`src/rtl/alu_cond_unit.sv`:
```
// Flag status register and condition-code evaluator for branch/predicated ops.
// A small FSM stalls one cycle when a flag write coincides with an evaluation request.
module alu_cond_unit #(
    parameter int len = 4
) (
    input  logic           clk,
    input  logic           rst,
    input  logic           flag_we,
    input  logic           n_in,
    input  logic           c_in,
    input  logic           z_in,
    input  logic           v_in,
    input  logic           cond_req,
    input  logic [3:0]     cond_code,
    output logic           req_ready,
    output logic           resp_valid,
    input  logic           resp_ready,
    output logic           taken,
    output logic [3:0]     flags,
    output logic [len-1:0] taken_cnt
);

    typedef enum logic [1:0] {
        IDLE   = 2'd0,
        HAZARD = 2'd1,
        RESP   = 2'd2
    } state_t;

    localparam logic [len-1:0] CNT_MAX = {len{1'b1}};

    // flags layout is {n, c, z, v}
    function automatic logic eval_cond(input logic [3:0] f, input logic [3:0] code);
        logic n, c, z, v, r;
        n = f[3];
        c = f[2];
        z = f[1];
        v = f[0];
        case (code)
            4'h0:    r = z;
            4'h1:    r = !z;
            4'h2:    r = c;
            4'h3:    r = !c;
            4'h4:    r = n;
            4'h5:    r = !n;
            4'h6:    r = v;
            4'h7:    r = !v;
            4'h8:    r = c & !z;
            4'h9:    r = !c | z;
            4'hA:    r = (n == v);
            4'hB:    r = (n != v);
            4'hC:    r = !z & (n == v);
            4'hD:    r = z | (n != v);
            4'hE:    r = 1'b1;
            4'hF:    r = 1'b0;
            default: r = 1'b0;
        endcase
        return r;
    endfunction

    state_t         state_q, state_d;
    logic [3:0]     flags_q, flags_d;
    logic [3:0]     code_q, code_d;
    logic           taken_q, taken_d;
    logic           req_ready_q, req_ready_d;
    logic           resp_valid_q, resp_valid_d;
    logic [len-1:0] taken_cnt_q, taken_cnt_d;

    // Next-state and registered-output computation
    always_comb begin
        state_d      = state_q;
        code_d       = code_q;
        taken_d      = taken_q;
        req_ready_d  = req_ready_q;
        resp_valid_d = resp_valid_q;
        taken_cnt_d  = taken_cnt_q;

        if (flag_we) begin
            flags_d = {n_in, c_in, z_in, v_in};
        end else begin
            flags_d = flags_q;
        end

        case (state_q)
            IDLE: begin
                if (cond_req && !flag_we) begin
                    taken_d      = eval_cond(flags_q, cond_code);
                    state_d      = RESP;
                    req_ready_d  = 1'b0;
                    resp_valid_d = 1'b1;
                end else if (cond_req && flag_we) begin
                    // evaluation waits one cycle so it sees the flags being written now
                    code_d       = cond_code;
                    state_d      = HAZARD;
                    req_ready_d  = 1'b0;
                    resp_valid_d = 1'b0;
                end else begin
                    state_d      = IDLE;
                    req_ready_d  = 1'b1;
                    resp_valid_d = 1'b0;
                end
            end
            HAZARD: begin
                taken_d      = eval_cond(flags_q, code_q);
                state_d      = RESP;
                req_ready_d  = 1'b0;
                resp_valid_d = 1'b1;
            end
            RESP: begin
                if (resp_ready) begin
                    state_d      = IDLE;
                    req_ready_d  = 1'b1;
                    resp_valid_d = 1'b0;
                    if (taken_q && (taken_cnt_q != CNT_MAX)) begin
                        taken_cnt_d = taken_cnt_q + {{(len-1){1'b0}}, 1'b1};
                    end else begin
                        taken_cnt_d = taken_cnt_q;
                    end
                end else begin
                    state_d      = RESP;
                    req_ready_d  = 1'b0;
                    resp_valid_d = 1'b1;
                end
            end
            default: begin
                state_d      = IDLE;
                req_ready_d  = 1'b1;
                resp_valid_d = 1'b0;
                taken_d      = 1'b0;
            end
        endcase
    end

    // State and output registers with asynchronous reset
    always_ff @(posedge clk or posedge rst) begin
        if (rst) begin
            state_q      <= IDLE;
            flags_q      <= 4'b0000;
            code_q       <= 4'h0;
            taken_q      <= 1'b0;
            req_ready_q  <= 1'b1;
            resp_valid_q <= 1'b0;
            taken_cnt_q  <= {len{1'b0}};
        end else begin
            state_q      <= state_d;
            flags_q      <= flags_d;
            code_q       <= code_d;
            taken_q      <= taken_d;
            req_ready_q  <= req_ready_d;
            resp_valid_q <= resp_valid_d;
            taken_cnt_q  <= taken_cnt_d;
        end
    end

    assign req_ready  = req_ready_q;
    assign resp_valid = resp_valid_q;
    assign taken      = taken_q;
    assign flags      = flags_q;
    assign taken_cnt  = taken_cnt_q;

endmodule

```
`config.mk`:
```
export PLATFORM = sky130hd
export DESIGN_NAME = alu_cond_unit
export DESIGN_NICKNAME = d
export VERILOG_FILES = /design/src/rtl/alu_cond_unit.sv
export SDC_FILE = /design/constraint.sdc
export NUM_CORES = 1
export LEC_CHECK = 0
export CORE_MARGIN = 5
export CORE_UTILIZATION = 53
export CTS_BUF_LIST = sky130_fd_sc_hd__clkbuf_16
export CTS_CLUSTER_SIZE = 14
export DETAILED_ROUTE_END_ITERATION = 16
export GPL_ROUTABILITY_DRIVEN = 0
export HOLD_SLACK_MARGIN = 0.12
export MAX_ROUTING_LAYER = met4
export PLACE_DENSITY = 0.83
export SLEW_MARGIN = 20
export SYNTH_ARGS = -nofsm -noshare
export SYNTH_HDL_FRONTEND = slang
export SYNTH_SLANG_ARGS = --single-unit
export TNS_END_PERCENT = 100
```
`constraint.sdc`:
```
create_clock -name clk -period 3.4 [get_ports clk]
set_input_delay 0.68 -clock clk [delete_from_list [all_inputs] [get_ports clk]]
set_output_delay 0.68 -clock clk [all_outputs]
set_load 0.02 [all_outputs]
```
==> key figures, run 1 <==
Status
  – Status: finished clean

Clock network
  – CTS tree: yes
  – H-tree depth: 1
  – TritonCTS Buffers: 3
  – Clk buf depth: 2
  – Clock Sinks: 16
  – CTS Hold Bufs: 0
  – Root cell of the clock tree: clkbuf_16
  – Clock Latency Late Sink: 250 ps
  – # resized after CTS: 0
  – Postcts setup bufs: 0
  – Clock-pin slew on the worst setup and hold paths: 50 ps

STA
  – Tightest Pin Transition: 621 ps
  – Fin Setup TNS: 0 ps
  – Max Clk Rate: 431 MHz
  – Final Hold Fails: 0
  – Period utilisation layout: 68.3%
  – Post-layout min period: 2320 ps
  – Max Clock Skew: 1.71 ps
  – Rel. slew slack: 58.5%
  – Setup Viol. Count Final: 0
  – RSZ-0062 raised after global routing: false
  – Slew Limit Fails: 0
  – Setup ws final: 1080 ps

Place
  – Dpl ws: 853 ps
  – Post-DP HPWL: 1.78 mm
  – Post-Place Cells: 153
  – Port bufs: 23

Setup path
  – Req. time, crit path: 3510 ps
  – Critical Path, Cell by Cell: clkdlybuf4s50_1, inv_1, a31o_1, a21oi_2, o311ai_1, o41ai_2, nand4_1
  – CP Data Arrival Time: 2440 ps
  – Worst-path fanout max: 8
  – Max stage delay cell, worst path: clkdlybuf4s50_1
  – Crit Path Category: primary input to flip-flop
  – Critical Path Max Stage Delay: 620 ps
  – Startpoint types: primary input
  – CP endpoint kind: flip-flop

Die
  – IO Count: 24
  – Die Span Y: 54.6 um
  – Die W: 54.6 um
  – Die Area: 2980 um2
  – Rows: 16
  – Core area: 1920 um2
  – Starting Density: 54.8%

Routing
  – DR iter-0 viols: 34
  – Vias: 949
  – Avg WL per Cell: 16.2 um
  – WL final: 2.54 mm
  – DRT antenna net count: 0
  – DR pass1 iterations: 5
  – DRC Markers: 0
  – Via density: 6.04

Logic synthesis
  – Post-synth ARST share: 100%
  – Yosys top cell by area: dfrtp_1
  – Synth top area share: 35.7%
  – Number of flops mapped to enable cells by yosys: 0
  – Yosys warns: 0
  – Post-synthesis average cell area: 9.40 um2
  – Distinct cells, synth: 48
  – Syn nets: 126
  – Mapped Area: 1050 um2
  – Mapped Cells: 112
  – Synth area leaders: dfrtp_1 36%, mux2_1 7.5%, a21oi_1 3.3%
  – Sequential area share after synthesis: 38.2%
  – Yosys reg bits: 16
  – Commonest register cell after synthesis: dfrtp_1

Pwr
  – Worst vdd ir: 0.000500 V
  – Leak pwr: 0.000525 uW
  – Power Density: 737 nW/um2

Global route
  – Vias in the first global route: 917
  – Initial antenna violation count: 0
  – Gr ovfl total: 0
  – Pin count of the biggest net entering global routing: 17
  – Total GRT Usage: 20.8%
  – First-pass GRT wire length: 4.24 mm

Job
  – Max-capacitance violation count: 0

Cells and area
  – Finished Layout Cells: 157
  – Most frequent cells in the layout: 23 x clkdlybuf4s50_1, 15 x dfrtp_1, 8 x nor2_1
  – Final #Nets: 145
  – Commonest non-fill, non-tap cell in the layout: clkdlybuf4s50_1
  – Syn-to-layout area delta: 27.9%
  – Ant diodes: 0
  – Fillers: 155
  – Fraction of layout cells with a size suffix above 1: 5.38%

Worst hold path
  – Hold/Removal Path Class: flip-flop to flip-flop
per-stage QoR:
step	hold WS [ps]	cell area, um2	util [%]	power, uW
2_1_floorplan	491	1050	-	612
3_3_place_gp	502	1270	66.0	739
3_5_place_dp	510	1270	66.0	750
4_1_cts	520	1350	70.1	992
5_1_grt	540	1350	70.1	1050
6_report	515	1350	70.1	992
sequential cells by signal, summed over array words and instances (netlist names):
| register | count |
|---|---|
| code_q | 4 |
| flags | 4 |
| taken_cnt | 4 |
| req_ready | 1 |
| resp_valid | 1 |
| state_q | 1 |
| taken | 1 |
logic make-up (layout without fill, tap and decap cells):
kind of cell,after synthesis,count (layout),synth area share [%]
DFF,16,16,38.2
and+or+nand+nor,40,40,21.5
muxes,8,8,8.44
adders and majority gates,1,1,1.19
xor gates and xnor gates,6,6,4.99
buffers and inverters,13,31,6.06
AOI/OAI and AO/OA,28,28,19.6
cell usage after synthesis (3+ instances only):
master    instances
xnor2_1           4
buf_2             3
inv_1             3
nand2_1           7
o21ai_1           3
nor2_1            8
nand3_1           4
dfrtp_1          15
nand4_1           3
mux2_1            7
clkbuf_1          4
a21oi_1           7
nor2b_1           4
worst max-delay path, delay by kind of cell:
kind | cells | cell delay, ps
simple gates | 1 | 110
compound gates | 4 | 880
buf+inv | 2 | 770
worst paths after layout:
| check | startpoint | endpoint | slack (ps) | cells after the start |
|---|---|---|---|---|
| setup / recovery | cond_code[0] | taken | 1080 | 7 |
| hold / removal | taken_cnt[3] | taken_cnt[3] | 510 | 1 |
| setup reg to reg | flags[1] | taken | 1690 | 6 |
| hold reg to reg | taken_cnt[3] | taken_cnt[3] | 510 | 1 |
| max in group asynchronous | rst | code_q[2] | 2180 | 2 |
| min in group asynchronous | rst | taken_cnt[1] | 820 | 2 |
layer usage:
layer | wire [um] | up-vias | track usage [%]
met5 | 0 | - | -
met4 | 37 | 0 | 9.54
met3 | 175 | 6 | 4.36
met2 | 1270 | 45 | 33.7
met1 | 1060 | 452 | 24.8
li1 | - | 446 | -
report_power, final:
| group | leakage, uW | switching, uW | internal [uW] |
|---|---|---|---|
| sequential | 0.000196 | 107 | 260 |
| clock | 0.0000385 | 75.6 | 156 |
| combinational | 0.000290 | 193 | 200 |
cell type report:
cell class / instances / area (um2) / area share, %
tap: 27 / 33.8 / 2.51
multi-input combinational: 83 / 587 / 43.6
sequential: 16 / 402 / 29.8
timing repair buffer: 23 / 230 / 17.1
inverter: 4 / 15.0 / 1.12
clock buffer: 3 / 75.1 / 5.58
clock inverter: 1 / 3.75 / 0.279
Power figures use the tool's default switching activity.
==> run 2: changes to the inputs <==
CORE_UTILIZATION = 44   (was 53)
PLACE_DENSITY = 0.73   (was 0.83)
clock period = 2.1 ns   (was 3.4 ns; I/O delays follow)
==> key figures, run 2 (synthesized netlist as in run 1, its figures left out) <==
Die
  – Starting Density: 46.7% (-8.1 points)
  – Core area: 2250 um2 (+17%)
  – Die W: 58.9 um (+8.0%)
  – Die Span Y: 58.9 um (+8.0%)
  – Rows: 17 (+1)
  – IO Count: 24 (unchanged)
  – Die Area: 3470 um2 (+17%)

Clock network
  – # resized after CTS: 0 (unchanged)
  – Clk buf depth: 2 (unchanged)
  – Clock Latency Late Sink: 240 ps (about the same)
  – Clock Sinks: 16 (unchanged)
  – CTS tree: yes
  – TritonCTS Buffers: 3 (unchanged)
  – H-tree depth: 1 (unchanged)
  – CTS Hold Bufs: 0 (unchanged)
  – Clock-pin slew on the worst setup and hold paths: 50 ps (about the same)
  – Postcts setup bufs: 0 (unchanged)
  – Root cell of the clock tree: clkbuf_16

Setup path
  – Startpoint types: flip-flop
  – CP startpoint: flags[0]
  – Cell depth of the worst flop-to-flop path: 6 (unchanged)
  – Crit Path Category: flip-flop to output port
  – CP endpoint kind: output port
  – Critical Path Max Stage Delay: 680 ps (+60 ps)
  – Delay-heaviest family, CP: buffers and inverters
  – Worst-path fanout max: 9 (+1)
  – CP Buf/Inv Count: 1 (-1)
  – Max stage delay cell, worst path: clkdlybuf4s50_1
  – CP Data Arrival Time: 1440 ps (-1000 ps)
  – FF-to-FF Start: flags[1]
  – Reg2reg end: taken
  – Critical Path, Cell by Cell: clkdlybuf4s50_1
  – Req. time, crit path: 1680 ps (-1830 ps)
  – R2R Setup Slk: 470 ps (-1220 ps)

Global route
  – Total GRT Usage: 15.9% (-4.9 points)
  – Met3 global-route usage: 3.51% (-0.85 points)
  – Gr ovfl total: 0 (unchanged)
  – Global route hottest layer: met2
  – Initial antenna violation count: 0 (unchanged)
  – Pin count of the biggest net entering global routing: 17 (unchanged)
  – Met1 GRT Util: 19.9% (-4.8 points)
  – Vias in the first global route: 895 (-2.4%)
  – First-pass GRT wire length: 4.17 mm (-1.5%)
  – M2 GR Usage: 24.1% (-9.5 points)

Worst hold path
  – Hold Startpoint: taken_cnt[3]
  – Worst Hold Endpoint: taken_cnt[3]
  – Cells on Worst Hold Path: 1 (unchanged)
  – Hold/Removal Path Class: flip-flop to flip-flop

Routing
  – DR iter-0 viols: 44 (+29%)
  – DRT antenna net count: 0 (unchanged)
  – Vias: 940 (-0.95%)
  – Via density: 5.73 (-5.2%)
  – Avg WL per Cell: 15.1 um (-6.9%)
  – DRC Markers: 0 (unchanged)
  – WL final: 2.47 mm (-2.8%)
  – DR pass1 iterations: 4 (-1)

Pwr
  – Clock share of power: 23.2% (-0.2 points)
  – Leak pwr: 0.000554 uW (+5.5%)
  – Comb pwr share: 39.9% (+0.3 points)
  – Part of the power in registers: 37.0% (about the same)
  – Worst vdd ir: 0.000877 V (+75%)
  – Power Density: 1140 nW/um2 (+55%)
  – Switching share of power: 36.9% (-1.0 points)
  – Switching pwr: 586 uW (+56%)
  – P_int: 1010 uW (+63%)
  – Power Total: 1590 uW (+60%)

STA
  – Slew Limit Fails: 0 (unchanged)
  – Post-layout min period: 1860 ps
  – Fin Setup TNS: 0 ps (unchanged)
  – Setup Viol. Count Final: 0 (unchanged)
  – Final Hold Fails: 0 (unchanged)
  – Rel. slew slack: 59.2% (+0.63 points)
  – Period utilisation layout: 88.5%
  – Max Clk Rate: 538 MHz
  – RSZ-0062 raised after global routing: false
  – WHS: 516 ps (+1.70 ps)
  – Tightest Pin Transition: 612 ps (-9.41 ps)
  – Max Clock Skew: 3.96 ps (+2.25 ps)

Place
  – Port bufs: 23 (unchanged)
  – DP Area: 1310 um2 (+3.7%)
  – Post-Place Cells: 160 (+4.6%)
  – Post-DP HPWL: 1.87 mm (+4.8%)

Cells and area
  – Final #Nets: 151 (+4.1%)
  – Ant diodes: 0 (unchanged)
  – Syn-to-layout area delta: 32.3%
  – Fraction of layout cells with a size suffix above 1: 9.56% (+4.2 points)
  – Finished Layout Cells: 164 (+4.5%)
  – Cell area after layout: 1390 um2 (+3.4%)
  – Most frequent cells in the layout: 23 x clkdlybuf4s50_1, 15 x dfrtp_1, 8 x nor2_1
  – Commonest non-fill, non-tap cell in the layout: clkdlybuf4s50_1

Job
  – Max-capacitance violation count: 0 (unchanged)

Status
  – Status: finished clean
==> run 2: changes by cell type in the layout (fill, tap and decap cells not counted), sizes merged <==
| cell | change |
|---|---|
| buf | +6 |
==> run 2: final cells by class <==
class,count,area (um2)
Clock buffer,3,75.1
Clock inverter,1,3.75
Fill cell,209,862
Inverter,4,15.0
Multi-Input combinational cell,83,587
Sequential cell,16,402
Tap cell,28,35.0
Timing Repair Buffer,29,275
==> run 2: metal layers <==
layer | up-vias | wire length [um]
li1 | 459 | -
met1 | 447 | 1150
met2 | 26 | 1130
met3 | 8 | 122
met4 | 0 | 65
met5 | - | 0
==> run 2: metrics by stage <==
stage	setup WS (ps)	utilization, %
after floorplan	494	-
after global placement	69.6	58.3
after detailed placement	16.4	58.3
after CTS	220	61.8
after global routing	137	61.8
final	241	61.8
==> run 2: worst max path at each step <==
stage	slack, ps	cells past startpoint	endpoint
6_report	240	1	flags[0]
3_3_place_gp	70	7	taken
5_1_grt	140	7	taken
4_1_cts	220	1	flags[0]
3_5_place_dp	20	7	taken
2_1_floorplan	490	7	taken
==> run 2: power groups by stage <==
stage                     clock network, uW  registers (uW)  logic, uW
after floorplan                           0             607        384
after global placement                    0             586        624
after detailed placement                  0             595        636
after CTS                               379             590        641
after global routing                    396             613        686
final                                   369             589        634
==> run 3: changes to the inputs <==
CORE_UTILIZATION = 34   (was 44)
PLACE_DENSITY = 0.62   (was 0.73)
==> key figures, run 3 (synthesized netlist as in run 1, its figures left out) <==
Status
  – Status: finished clean

Die
  – Die Area: 4310 um2 (+24%)
  – Starting Density: 35.0% (-12 points)
  – Die W: 65.6 um (+11%)
  – Rows: 20 (+3)
  – IO Count: 24 (unchanged)
  – Core area: 3000 um2 (+33%)
  – Die Span Y: 65.6 um (+11%)

Setup path
  – Max stage delay cell, worst path: clkdlybuf4s50_1
  – Delay-heaviest family, CP: compound AO/OA/AOI/OAI gates
  – FF-to-FF Start: flags[1]
  – Critical Path Max Stage Delay: 590 ps (-90 ps)
  – Startpoint types: primary input
  – CP startpoint: cond_code[0]
  – Req. time, crit path: 2210 ps (+530 ps)
  – Critical Path, Cell by Cell: clkdlybuf4s50_1, inv_1, a31o_1, a21oi_2, o311ai_1, o41ai_2, nand4_1
  – R2R Setup Slk: 450 ps (-20 ps)
  – Crit Path Category: primary input to flip-flop
  – CP Data Arrival Time: 2030 ps (+590 ps)
  – CP Buf/Inv Count: 2 (+1)
  – Worst-path fanout max: 6 (-3)
  – CP endpoint kind: flip-flop

Routing
  – Via density: 5.51 (-3.8%)
  – DRC Markers: 0 (unchanged)
  – DR pass1 iterations: 4 (unchanged)
  – DRT antenna net count: 0 (unchanged)
  – WL final: 2.48 mm (+0.53%)
  – DR iter-0 viols: 36 (-18%)
  – Avg WL per Cell: 14.6 um (-3.0%)
  – Vias: 937 (-0.32%)

Global route
  – Pin count of the biggest net entering global routing: 17 (unchanged)
  – Initial antenna violation count: 0 (unchanged)
  – First-pass GRT wire length: 4.25 mm (+1.8%)
  – Vias in the first global route: 955 (+6.7%)
  – Total GRT Usage: 13.1% (-2.8 points)
  – Gr ovfl total: 0 (unchanged)

STA
  – Rel. slew slack: 60.7% (+1.5 points)
  – RSZ-0062 raised after global routing: false
  – Tightest Pin Transition: 590 ps (-22.3 ps)
  – Period utilisation layout: 91.4% (+2.8 points)
  – Setup Viol. Count Final: 0 (unchanged)
  – Final Hold Fails: 0 (unchanged)
  – Max Clock Skew: 1.96 ps (-2.00 ps)
  – Slew Limit Fails: 0 (unchanged)
  – Post-layout min period: 1920 ps (+59.0 ps)
  – Max Clk Rate: 521 MHz (-3.1%)

Clock network
  – Clock Sinks: 16 (unchanged)
  – # resized after CTS: 0 (unchanged)
  – Postcts setup bufs: 0 (unchanged)
  – H-tree depth: 1 (unchanged)
  – Clock-pin slew on the worst setup and hold paths: 50 ps (about the same)
  – Clock Latency Late Sink: 240 ps (about the same)
  – Clk buf depth: 2 (unchanged)
  – CTS Hold Bufs: 0 (unchanged)
  – CTS tree: yes
  – TritonCTS Buffers: 3 (unchanged)
  – Root cell of the clock tree: clkbuf_16

Worst hold path
  – Hold Startpoint: taken_cnt[3]
  – Hold/Removal Path Class: flip-flop to flip-flop

Place
  – Port bufs: 23 (unchanged)
  – Post-DP HPWL: 1.93 mm (+3.7%)

Cells and area
  – Multi-input logic area: 587 um2 (unchanged)
  – Syn-to-layout area delta: 33.7%
  – Commonest non-fill, non-tap cell in the layout: clkdlybuf4s50_1
  – Final #Nets: 152 (+0.66%)
  – Ant diodes: 0 (unchanged)
  – Most frequent cells in the layout: 23 x clkdlybuf4s50_1, 15 x dfrtp_1, 8 x nor2_1
  – Register area: 402 um2 (unchanged)
  – Fillers: 300 (+44%)
  – Fraction of layout cells with a size suffix above 1: 10.2% (+0.66 points)
  – Final core occ: 46.8% (-15 points)

Pwr
  – Power Total: 1590 uW (-0.14%)
  – Power Density: 1130 nW/um2 (-1.1%)
  – Leak pwr: 0.000559 uW (+0.87%)
  – Worst vdd ir: 0.000470 V (-46%)

Job
  – Max-capacitance violation count: 0 (unchanged)
==> run 3: cell types whose count changed in the layout (fill, tap and decap cells not counted) <==
cell and delta:
buf_4 +1
==> run 3: per-stage QoR <==
step | setup WS, ps | hold WS, ps | std cells | setup TNS [ps] | instance area, um2
after floorplan | 494 | 333 | 112 | 0 | 1050
after global placement | 32.6 | 511 | 166 | 0 | 1330
after detailed placement | -76.5 | 508 | 166 | -76.5 | 1330
after CTS | 170 | 519 | 170 | 0 | 1410
after global routing | 45.1 | 539 | 170 | 0 | 1410
final | 181 | 515 | 170 | 0 | 1410
==> run 3: final timing paths <==
check,end,cells past startpoint
worst max-delay path,taken,7
worst min-delay path,taken_cnt[3],1
worst max register to register,taken,6
worst min register to register,taken_cnt[3],1
max in group asynchronous,code_q[3],2
min in group asynchronous,state_q[0],2
==> run 3: cell type report <==
cell class                      count  share of cell area [%]
Clock buffer                        3                    5.34
Timing Repair Buffer               30                    20.1
Tap cell                           33                    2.94
Inverter                            4                    1.07
Clock inverter                      1                   0.267
Multi-Input combinational cell     83                    41.7
Sequential cell                    16                    28.6
==> run 3: report_power, final <==
| group | switching (uW) | internal (uW) |
|---|---|---|
| registers | 169 | 421 |
| logic | 302 | 332 |
| clock network | 112 | 252 |
==> run 3: metal layers <==
layer	up-vias	global-route usage [%]	wire length, um
li1	466	-	-
met3	4	3.42	107
met5	-	-	0
met4	0	4.66	31
met1	451	15.3	1110
met2	16	21.8	1240
